### config.mk
export PLATFORM = sky130hd
export DESIGN_NAME = cnn_layer_accel_pfb_rd_sequencer
export DESIGN_NICKNAME = d
export VERILOG_FILES = /design/src/rtl/cnn_layer_accel_pfb_rd_sequencer.sv
export SDC_FILE = /design/constraint.sdc
export NUM_CORES = 1
export LEC_CHECK = 0
export CORE_ASPECT_RATIO = 1.5
export CORE_UTILIZATION = 35
export DETAILED_ROUTE_END_ITERATION = 10
export GPL_ROUTABILITY_DRIVEN = 0
export SETUP_SLACK_MARGIN = 0.4
export SYNTH_ARGS = -nofsm -noshare
export SYNTH_HDL_FRONTEND = slang
export SYNTH_SLANG_ARGS = --single-unit
### constraint.sdc
create_clock -name rd_clk -period 3 [get_ports rd_clk]
set_input_delay 0.3 -clock rd_clk [delete_from_list [all_inputs] [get_ports rd_clk]]
set_output_delay 0.3 -clock rd_clk [all_outputs]
set_load 0.005 [all_outputs]
### src/rtl/cnn_layer_accel_pfb_rd_sequencer.sv
// Read-side sequencer for the per-row prefetch buffer: walks the padded/upsampled image row by row.
// Optional sticky protocol checking on seq_err is enabled by defining PFB_RD_SEQ_PROTOCOL_CHECK_EN.
`ifndef MAX_NUM_INPUT_COLS
`define MAX_NUM_INPUT_COLS 1024
`endif

module cnn_layer_accel_pfb_rd_sequencer #(
  parameter int C_COL_WIDTH = $clog2(`MAX_NUM_INPUT_COLS),
  parameter int C_PRIM_ROWS = 2
) (
  input  logic                   rd_clk,
  input  logic                   rst,
  input  logic                   job_start,
  input  logic [C_COL_WIDTH-1:0] num_rows,
  input  logic [C_COL_WIDTH-1:0] num_cols,
  input  logic                   ce_ready,
  input  logic                   ce_idle,
  output logic                   fetch_req,
  input  logic                   job_fetch_ack,
  input  logic                   cncl_fetch_req,
  output logic                   job_complete_req,
  input  logic                   job_complete_ack,
  output logic                   pfb_rd_en,
  output logic                   pix_valid,
  output logic [C_COL_WIDTH-1:0] input_row,
  output logic [C_COL_WIDTH-1:0] input_col,
  output logic                   next_row,
  output logic                   rst_addr,
  output logic [5:0]             state,
  output logic                   seq_err
);

  typedef enum logic [5:0] {
    ST_IDLE               = 6'b000001,
    ST_AWE_CE_PRIM_BUFFER = 6'b000010,
    ST_WAIT_PFB_LOAD      = 6'b000100,
    ST_AWE_CE_ACTIVE      = 6'b001000,
    ST_WAIT_JOB_DONE      = 6'b010000,
    ST_SEND_COMPLETE      = 6'b100000
  } state_t;

  localparam logic [C_COL_WIDTH-1:0] PRIM_ROWS_W = C_COL_WIDTH'(C_PRIM_ROWS);
  localparam logic [C_COL_WIDTH-1:0] ONE_W       = C_COL_WIDTH'(1);

  state_t                 state_q;
  state_t                 state_d;
  logic [C_COL_WIDTH-1:0] row_q;
  logic [C_COL_WIDTH-1:0] col_q;
  logic [C_COL_WIDTH-1:0] nrows_q;
  logic [C_COL_WIDTH-1:0] ncols_q;
  logic [C_COL_WIDTH-1:0] row_inc;
  logic                   req_out_q;
  logic                   vld_p1;
  logic                   job_go;

  assign row_inc = row_q + ONE_W;
  assign job_go  = (state_q == ST_IDLE) && job_start;

  always_comb begin
    state_d          = state_q;
    fetch_req        = 1'b0;
    job_complete_req = 1'b0;
    pfb_rd_en        = 1'b0;
    next_row         = 1'b0;
    rst_addr         = 1'b0;
    case (state_q)
      ST_IDLE: begin
        if (job_start) begin
          state_d = ((num_rows == '0) || (num_cols == '0)) ? ST_SEND_COMPLETE : ST_WAIT_PFB_LOAD;
        end
      end
      ST_WAIT_PFB_LOAD: begin
        // Once raised, the request is held through a late cancel until it is acked.
        fetch_req = req_out_q || !cncl_fetch_req;
        if (job_fetch_ack || (cncl_fetch_req && !req_out_q)) begin
          state_d = (row_q < PRIM_ROWS_W) ? ST_AWE_CE_PRIM_BUFFER : ST_AWE_CE_ACTIVE;
        end
      end
      ST_AWE_CE_PRIM_BUFFER, ST_AWE_CE_ACTIVE: begin
        if (col_q == ncols_q) begin
          next_row = 1'b1;
          rst_addr = 1'b1;
          state_d  = (row_inc == nrows_q) ? ST_WAIT_JOB_DONE : ST_WAIT_PFB_LOAD;
        end else begin
          pfb_rd_en = ce_ready;
        end
      end
      ST_WAIT_JOB_DONE: begin
        if (ce_idle && !vld_p1) begin
          state_d = ST_SEND_COMPLETE;
        end
      end
      ST_SEND_COMPLETE: begin
        job_complete_req = 1'b1;
        if (job_complete_ack) begin
          state_d = ST_IDLE;
        end
      end
      default: state_d = ST_IDLE;
    endcase
  end

  always_ff @(posedge rd_clk) begin
    if (rst) begin
      state_q   <= ST_IDLE;
      row_q     <= '0;
      col_q     <= '0;
      req_out_q <= 1'b0;
      vld_p1    <= 1'b0;
    end else begin
      state_q   <= state_d;
      req_out_q <= fetch_req && !job_fetch_ack;
      vld_p1    <= pfb_rd_en;
      if (job_go || ((state_q == ST_SEND_COMPLETE) && job_complete_ack)) begin
        row_q <= '0;
        col_q <= '0;
      end else if (pfb_rd_en) begin
        col_q <= col_q + ONE_W;
      end else if (next_row) begin
        col_q <= '0;
        row_q <= row_inc;
      end
    end
  end

  // Job geometry is data only; it is captured at job start and needs no reset.
  always_ff @(posedge rd_clk) begin
    if (job_go) begin
      nrows_q <= num_rows;
      ncols_q <= num_cols;
    end
  end

`ifdef PFB_RD_SEQ_PROTOCOL_CHECK_EN
  logic seq_err_q;

  always_ff @(posedge rd_clk) begin
    if (rst) begin
      seq_err_q <= 1'b0;
    end else if ((job_fetch_ack && (state_q != ST_WAIT_PFB_LOAD)) ||
                 (job_complete_ack && (state_q != ST_SEND_COMPLETE)) ||
                 (job_start && (state_q != ST_IDLE))) begin
      seq_err_q <= 1'b1;
    end
  end

  assign seq_err = seq_err_q;
`else
  assign seq_err = 1'b0;
`endif

  assign pix_valid = vld_p1;
  assign input_row = row_q;
  assign input_col = col_q;
  assign state     = state_q;

endmodule
# Word-level counts from Yosys, hierarchy flattened
# Index checks and enable logic that the tools add are counted.
[classes] n_addsub=2 magnitude_cmp=1 n_eq_ne=13 n_mux=17 bitwise_logic=1 n_reduce_logical=20
[ops] op="two-way mux 6 bit" n=6
[ops] op="one-hot mux 6 bit (5 select lines)" n=1
[ops] op="adder 10 x 1 -> 10 bit (second input constant)" n=2
[ops] op="equality test 10 bit" n=2
[ops] op="zero test 10 bit" n=2
[ops] op="two-way mux 10 bit" n=2
[ops] op="less-than comparator 10 x 2 -> 1 bit (second input constant)" n=1
[ops] op="inequality test 2 bit (second input constant)" n=5
[ops] op="equality test 6 x 1 -> 1 bit (second input constant)" n=1
[ops] op="equality test 6 x 2 -> 1 bit (second input constant)" n=1
[ops] op="equality test 6 x 3 -> 1 bit (second input constant)" n=1
[ops] op="equality test 6 x 4 -> 1 bit (second input constant)" n=1
[ops] op="equality test 6 x 5 -> 1 bit (second input constant)" n=1
[ops] op="equality test 6 bit (second input constant)" n=1
[ops] op="two-way mux 1 bit" n=6
[ops] op="logical AND 1 bit" n=5
[ops] op="two-way mux 5 bit" n=1
[ops] op="AND reduction 5 bit" n=1
[ops] op="zero test 1 bit" n=4
[ops] op="logical OR 1 bit" n=4
[ops] op="two-way mux 4 bit" n=1
[ops] op="OR reduction 2 bit" n=2
[ops] op="AND reduction 2 bit" n=1
[ops] op="nonzero test 2 bit" n=1
[ops] op="inverter 1 bit" n=1
[word_totals] reg_bits=48 input_bits=28 output_inout_bits=33 word_cells=61

# Logic depth before layout (Yosys ltp)
# Gate-level depths: netlist of the first run.
[depth] word_depth=5 mapped_depth=8 ltp_nobuf=7

# Worst setup path after synthesis of the first run
# No wires, ideal clock.
[synth_timing] kind="register to register" startpoint="register state_q[2], in the netlist state[2]" endpoint="register row_q[0], in the netlist input_row[0]" setup_ns=0.128 t_arrival_ns=2.020 required_time_ns=2.872 path_slack_ns=0.852 path_stages_with_launch=7 n_path_buf=1 synth_period_minus_slack_ns=2.148 path_cell_list="dfxtp_1 -> nor4_1 -> and3b_2 -> and2_1 -> a211o_1 -> clkbuf_1 -> nor2_1"
[synth_between] elab_cells_between_ends=13 cone_classes="4 x eq/ne; 2 x mux; 1 x bitwise; 6 x reduce/logical"
[synth_rtl] element="start: declaration" line_no="45" text="state_t state_q;"
[synth_rtl] element="start signal: assignment" line_no="111" text="state_q <= state_d;"
[synth_rtl] element="equality test 6 x 1 -> 1 bit" line_no="57" text="assign job_go = (state_q == ST_IDLE) && job_start;"
[synth_rtl] element="logical AND 1 bit" line_no="57"
[synth_rtl] element="net job_go" line_no="54" text="logic job_go;"
[synth_rtl] element="logical OR 1 bit" line_no="114" text="if (job_go || ((state_q == ST_SEND_COMPLETE) && job_complete_ack)) begin"
[synth_rtl] element="OR reduction 2 bit (no source line)"
[synth_rtl] element="end signal: assignment" line_no="121" text="row_q <= row_inc;"
[synth_rtl] element="end: declaration" line_no="47" text="logic [C_COL_WIDTH-1:0] row_q;"
# The timed path passes the listed nets, and every way through them passes these cells.
# A chain may end at the register's enable or synchronous reset.

# Worst setup path in the final report of the first run
[layout_timing] startpoint="register state_q[4], in the netlist state[4]" endpoint="output port pfb_rd_en"
[layout_between] elab_chain_cells=3 elab_cells_between_ends=4 cone_classes="2 x eq/ne; 1 x mux; 1 x reduce/logical"
[layout_lines] element="equality test 6 x 2 -> 1 bit or equality test 6 x 4 -> 1 bit (tied branches)" line_no="66" text="case (state_q)"
[layout_lines] element="OR reduction 2 bit (*)" line_no="66"
[layout_lines] element="two-way mux 1 bit (*)" line_no="66"
[layout_lines] element="end: declaration" line_no="23" text="output logic pfb_rd_en,"
# Every way passes the cells marked *; elsewhere a longest branch is shown, timed or not.

==> impl_metrics.py, run 1 <==
metrics = {
    "setup_path": {
        "worstSetupPathType": "reg2out",
        "r2r-end": "state[4]$_SDFFE_PP0P_",
        "cp-start-kind": "flop",
        "cp_num_buf_inv": 2,
        "crit_chain": "or2_4 -> or4_4 -> a31oi_4 -> nand2_4 -> clkinv_4 -> clkdlybuf4s50_1",
        "cp_max_fo": 5,
        "worstPathArrival_ps": 2230,
        "r2r_slack_ps": 880,
        "reg2reg_from": "input_row[1]$_SDFFE_PP0P_",
        "endpoint_kind": "output pin",
        "crit_required_ps": 2700,
        "critPathMaxStageDelay_ps": 490,
        "path_delay_family": "simple AND/OR/NAND/NOR gates",
        "critPathSlowestCell": "clkdlybuf4s50_1",
        "reg2reg_depth": 7,
    },
    "timing": {
        "slew_headroom": 0.490,
        "maxSlewViolCount": 0,
        "tightest_slew_ps": 756,
        "finalSetupViolCount": 0,
        "max_clock_freq_mhz": 396,
        "layout_min_cycle_time_ps": 2530,
        "min_period_over_period": 0.842,
        "rsz0062_at_grt": "no",
        "skew_ps": 5.93,
        "hold_violations": 0,
        "tns_ps": 0,
    },
    "synth": {
        "yosys.area.top_type": "edfxtp_1",
        "synth-compound-area-share": 0.130,
        "yosys-mux-area-fraction": 0.0115,
        "synth_area_per_cell_sq_um": 9.79,
        "synth_area_sq_um": 2610,
        "ys_async_sr_fraction": 0,
        "synth.area.top_cells": "edfxtp_1, dfxtp_1, xor2_1, xnor2_1, a21oi_1",
        "synth-seq-cells": 48,
        "synth_nets": 297,
        "yosysSeqAreaShare": 0.444,
        "yosys.area_share.simple": 0.260,
        "synth_top_family_by_area": "simple AND/OR/NAND/NOR gates",
        "synth_ff_type": "dfxtp_1",
        "synth_edf_count": 20,
        "yosysWarnings": 0,
        "synthAdderAreaFrac": 0.00957,
        "synth_cell_type_count": 56,
        "yosys.area.top_type_share": 0.230,
        "synth-xor-area-share": 0.0972,
        "syn_inst": 267,
    },
    "die": {
        "core.rowCount": 38,
        "die_w_um": 72.6,
        "die_y_um": 108,
        "start_util": 0.362,
        "die-area_sq_um": 7820,
        "ios": 61,
        "core_sq_um": 7230,
    },
    "cells_and_area": {
        "syn2layout_area_growth_pct": 30.9,
        "nets": 357,
        "post-route-util": 0.474,
        "drive_gt1_frac": 0.110,
        "final_common_cell": "clkdlybuf4s50_1",
        "n_antenna_cell": 0,
        "final_cell_mix": "clkdlybuf4s50_1, dfxtp_1, nor2_1",
    },
    "detailed_routing": {
        "vias_per_cell": 5.07,
        "top_layer": "met4",
        "wl_met2_mm": 3.18,
        "dr.pass1.iters": 4,
        "vias": 2169,
        "drtIter0Drc": 122,
        "met3_length_um": 207,
        "routed_wl_mm": 6.10,
        "route.detailed.drc": 0,
        "ant_nets": 0,
        "wl_per_cell_um": 14.3,
        "wl_met1_mm": 2.65,
    },
    "clock_tree": {
        "htree_levels": 2,
        "clk_path_buf_depth": 2,
        "clkLatencyLatePin_ps": 300,
        "cts-root-buf": "clkbuf_8",
        "cts_buffers": 5,
        "cts.sinks": 48,
        "clk_pin_slew_ps": 90,
        "cts_hold_buf": 0,
        "cts_tree": "yes",
    },
    "pwr": {
        "pwr_density_cell_nw_per_um2": 500,
        "p_leak_nw": 1.17,
        "ir_drop_v": 0.000285,
    },
    "run_status": {
        "status": "finished, final reports clean",
    },
    "min_path": {
        "hold_depth": 2,
        "hp-class": "reg2reg",
        "hold_end": "input_col[9]$_SDFFE_PP0P_",
        "hp-start": "input_col[9]$_SDFFE_PP0P_",
    },
    "global_routing": {
        "antenna_found_initial": 0,
        "grt_overflow_total": 0,
        "grt_max_degree": 21,
        "grt_usage": 0.167,
        "grt_pass1_wl_mm": 10.1,
        "grt_pass1_vias": 2040,
    },
    "place": {
        "dp_hpwl_mm": 4.57,
        "port_buffers": 59,
    },
    "job": {
        "cap_violations": 0,
    },
}
metrics by stage:
stage	worst slack, ps	instance area (sq um)	instances	power, mW	hold slack [ps]
2_1_floorplan	852	2610	267	1.15	399
3_3_place_gp	616	3260	414	1.32	525
3_5_place_dp	544	3260	414	1.32	525
4_1_cts	408	3380	424	1.72	544
5_1_grt	400	3420	428	1.82	560
6_report	474	3420	428	1.71	540
worst min-delay path: stages, from the launching register on:
cell     delay (ps)
dfxtp_1         360
o21ai_0          80
a21oi_1          60
cell usage after synthesis (2+ instances only):
cell      number
nand2_1       10
ha_1           2
or3_1          7
o21ai_0       13
a311oi_1       2
a31oi_1        3
edfxtp_1      20
nor3_2         2
nand4_1        5
dfxtp_1       28
buf_6          2
xor2_1        16
clkbuf_1       5
a21oi_1       19
mux2i_1        3
xnor2_1       13
nor3_1         7
and3b_2        2
nor4_4         2
nand4b_1       2
nor2b_1        4
inv_1          6
and3_1         5
a211oi_1       3
nor2_1        21
and4_1         2
nor4_1         5
nand3_1       11
and2_1         2
buf_4          3
nand3b_1       8
nand2b_1       5
buf_2          5
or4_1          2
worst max-delay path by stage:
stage	depth (start not counted)	end	from
5_1_grt	6	pfb_rd_en	state[4]$_SDFFE_PP0P_
6_report	6	pfb_rd_en	state[4]$_SDFFE_PP0P_
3_3_place_gp	6	pfb_rd_en	state[4]$_SDFFE_PP0P_
2_1_floorplan	6	input_row[0]$_SDFFE_PP0P_	state[2]$_SDFFE_PP0P_
4_1_cts	6	pfb_rd_en	state[4]$_SDFFE_PP0P_
3_5_place_dp	5	state[5]$_SDFFE_PP0P_	num_rows[7]
per-layer routing:
layer | up-vias | global-route usage
met1 | 1013 | 0.211
li1 | 1098 | -
met3 | 4 | 0.0206
met4 | 0 | 0.0574
met5 | - | 0
met2 | 54 | 0.290
timing repair:
| item | 4_1_cts | 5_1_grt |
|---|---|---|
| setup buffers | 2 | 4 |
| pin swaps | 1 | 1 |
| setup endpoints to repair | 3 | 3 |
| resized for setup | 3 | 6 |
| endpoints found under the hold margin | 0 | 0 |
final cells by class:
cell class / instances / area [sq um]
Timing Repair Buffer: 68 / 658
Fill cell: 726 / 3800
Sequential cell: 48 / 1170
Clock inverter: 3 / 17.5
Inverter: 7 / 31.3
Multi-Input combinational cell: 197 / 1350
Clock buffer: 5 / 68.8
Tap cell: 100 / 125
power breakdown:
group          switching (mW)  internal (mW)  total [mW]
registers              0.0678          0.787       0.854
logic                   0.248          0.221       0.469
clock network           0.226          0.163       0.389
total                   0.541           1.17        1.71
logic make-up (layout without fill, tap and decap cells):
family / count (synthesis) / after routing
mux: 3 / 3
xor+xnor: 29 / 29
compound gates: 53 / 53
other cells: 1 / 1
simple gates: 109 / 109
flops: 48 / 48
fa+ha+maj: 2 / 2
buf+inv: 22 / 83
flip-flops by register name, indices dropped and copies added, names as in the netlist:
signal and count:
state 6, input_row 10, nrows_q 10, pix_valid 1, req_out_q 1, input_col 10, ncols_q 10
No activity file was read; power rests on OpenSTA's default activity.
==> run 2, diff against run 1 <==
Clock period 3 ns to 2.3 ns, I/O delays scaled along.
==> run 2 against run 1 <==
Compared with the run above: register-to-register slack worse by 620 ps; sequential power up 30%; via count up 9.9%; count of clock-buffer cells in the layout up 2; largest cell class unchanged; core utilization up 6.3 points; combinational power up 63%; critical endpoint is now state[3]$_SDFFE_PP0P_; clock power up 30%; critical path depth up 3; power up 39%; global-route usage up 1.8 points; critical path type is now reg2reg; cell area up 13%.
==> impl_metrics.py, run 2 (same netlist as run 1, synthesis figures left out) <==
metrics = {
    "detailed_routing": {
        "route.detailed.drc": 0,
        "dr.pass1.iters": 4,
        "vias_per_cell": 5.19,
        "routed_wl_mm": 6.75,
        "ant_nets": 0,
        "drtIter0Drc": 76,
        "wl_per_cell_um": 14.7,
        "vias": 2384,
    },
    "timing": {
        "tightest_slew_ps": 661,
        "hold_violations": 0,
        "min_period_over_period": 0.885,
        "rsz0062_at_grt": "yes",
        "maxSlewViolCount": 0,
        "skew_ps": 11.0,
        "finalSetupViolCount": 0,
        "layout_min_cycle_time_ps": 2040,
        "whs_ps": 499,
        "max_clock_freq_mhz": 491,
        "tns_ps": 0,
        "layout_setup_ws_ps": 265,
        "slew_headroom": 0.555,
    },
    "global_routing": {
        "grt_pass1_wl_mm": 11.1,
        "grt_max_degree": 21,
        "grt_usage": 0.185,
        "grt_pass1_vias": 2317,
        "grt_overflow_total": 0,
        "antenna_found_initial": 0,
    },
    "min_path": {
        "hp-class": "in2reg",
        "hp-start": "num_rows[8]",
        "hold_depth": 1,
        "hold_end": "nrows_q[8]$_DFFE_PP_",
    },
    "setup_path": {
        "reg2reg_from": "ncols_q[5]$_DFFE_PP_",
        "r2r_slack_ps": 260,
        "crit_required_ps": 2490,
        "reg2reg_depth": 9,
        "critPathSlowestCell": "edfxtp_1",
        "worstPathArrival_ps": 2230,
        "worst_path_most_repeated_cell": "buf_6",
        "worstSetupPathType": "reg2reg",
        "path_delay_family": "simple AND/OR/NAND/NOR gates",
        "crit_chain": "xor2_1 -> nor4_4 -> buf_4 -> buf_6 -> a31oi_4 -> buf_6 -> nor3b_4 -> mux2i_1 -> nor2_1",
        "critPathMaxStageDelay_ps": 380,
        "cp_num_buf_inv": 3,
        "cp_max_fo": 3,
        "cp-start-kind": "flop",
        "endpoint_kind": "flop",
        "r2r-end": "state[3]$_SDFFE_PP0P_",
    },
    "clock_tree": {
        "clkLatencyLatePin_ps": 310,
        "clk_path_buf_depth": 2,
        "cts_tree": "yes",
        "cts_buffers": 5,
        "cts_hold_buf": 0,
        "clk_pin_slew_ps": 90,
        "htree_levels": 2,
        "cts.sinks": 48,
        "cts-root-buf": "clkbuf_8",
    },
    "place": {
        "port_buffers": 59,
        "preCtsSetupSlack_ps": 109,
        "dpl.cell_count": 429,
        "dp_hpwl_mm": 4.77,
    },
    "die": {
        "die_w_um": 72.6,
        "core.rowCount": 38,
        "die-area_sq_um": 7820,
        "core_sq_um": 7230,
        "ios": 61,
        "die_y_um": 108,
        "start_util": 0.362,
    },
    "cells_and_area": {
        "nets": 388,
        "instances_no_fill": 459,
        "syn2layout_area_growth_pct": 48.4,
        "final_common_cell": "clkdlybuf4s50_1",
        "final_cell_mix": "clkdlybuf4s50_1, buf_4, nor2_1, dfxtp_1, edfxtp_1",
        "post-route-util": 0.537,
        "fill_cells": 693,
        "drive_gt1_frac": 0.265,
        "n_antenna_cell": 0,
    },
    "pwr": {
        "pwr_density_cell_nw_per_um2": 613,
        "p_leak_nw": 1.46,
        "ir_drop_v": 0.000391,
    },
    "job": {
        "cap_violations": 0,
    },
    "run_status": {
        "status": "finished, final reports clean",
    },
}
run 2: cell count changes in the layout (fill, tap and decap cells not counted), moves of 4 or more:
cell	previous run	this run
buf_4	9	30
buf_6	0	9
clkdlybuf4s50_1	59	54
a21oi_1	19	15
a21oi_2	0	4
run 2: how the worst max path moves through the flow:
| stage | startpoint | to | slack, ps | cells past startpoint |
|---|---|---|---|---|
| 2_1_floorplan | input_row[4]$_SDFFE_PP0P_ | state[2]$_SDFFE_PP0P_ | 440 | 8 |
| 3_3_place_gp | state[4]$_SDFFE_PP0P_ | pfb_rd_en | 130 | 6 |
| 3_5_place_dp | state[4]$_SDFFE_PP0P_ | pfb_rd_en | 110 | 6 |
| 4_1_cts | ncols_q[4]$_DFFE_PP_ | state[3]$_SDFFE_PP0P_ | 220 | 9 |
| 5_1_grt | ncols_q[5]$_DFFE_PP_ | state[3]$_SDFFE_PP0P_ | 150 | 9 |
| 6_report | ncols_q[5]$_DFFE_PP_ | state[3]$_SDFFE_PP0P_ | 260 | 9 |
run 2: timing repair:
item | 4_1_cts | 5_1_grt
pin swaps | 20 | 14
cloned | 1 | 0
endpoints found under the setup margin | 23 | 30
buffers inserted | 18 | 3
gates resized for setup | 48 | 20
run 2: metrics by stage:
step	cell area [sq um]	power, mW
finish	3880	2.38
global route	3880	2.51
CTS	3770	2.38
detailed placement	3390	1.76
global placement	3390	1.75
floorplan	2620	1.51
run 2: layer usage:
metal  vias to the layer above  part of all wire  track usage
met5                         -                 0            0
met4                         0             0.034       0.0882
met3                        20             0.043       0.0281
met2                        90              0.52        0.321
met1                      1115              0.41        0.219
li1                       1159                 -            -
run 2: power breakdown:
group          switching, mW  internal (mW)
sequential            0.0805           1.03
clock                  0.284          0.222
combinational          0.375          0.390
run 2: cell type report:
cell class	instances	area, sq um	share of cell area
Timing Repair Buffer	99	966	0.249
Tap cell	100	125	0.0322
Multi-Input combinational cell	197	1500	0.385
Clock buffer	7	77.6	0.0200
Inverter	7	31.3	0.00806
Sequential cell	48	1180	0.303
Clock inverter	1	8.76	0.00226
==> run 3, diff against run 2 <==
Settings changed: SLEW_MARGIN set to 20.
==> results of run 3 <==
No change in the layout: final DEF, timing and power equal those of run 2.
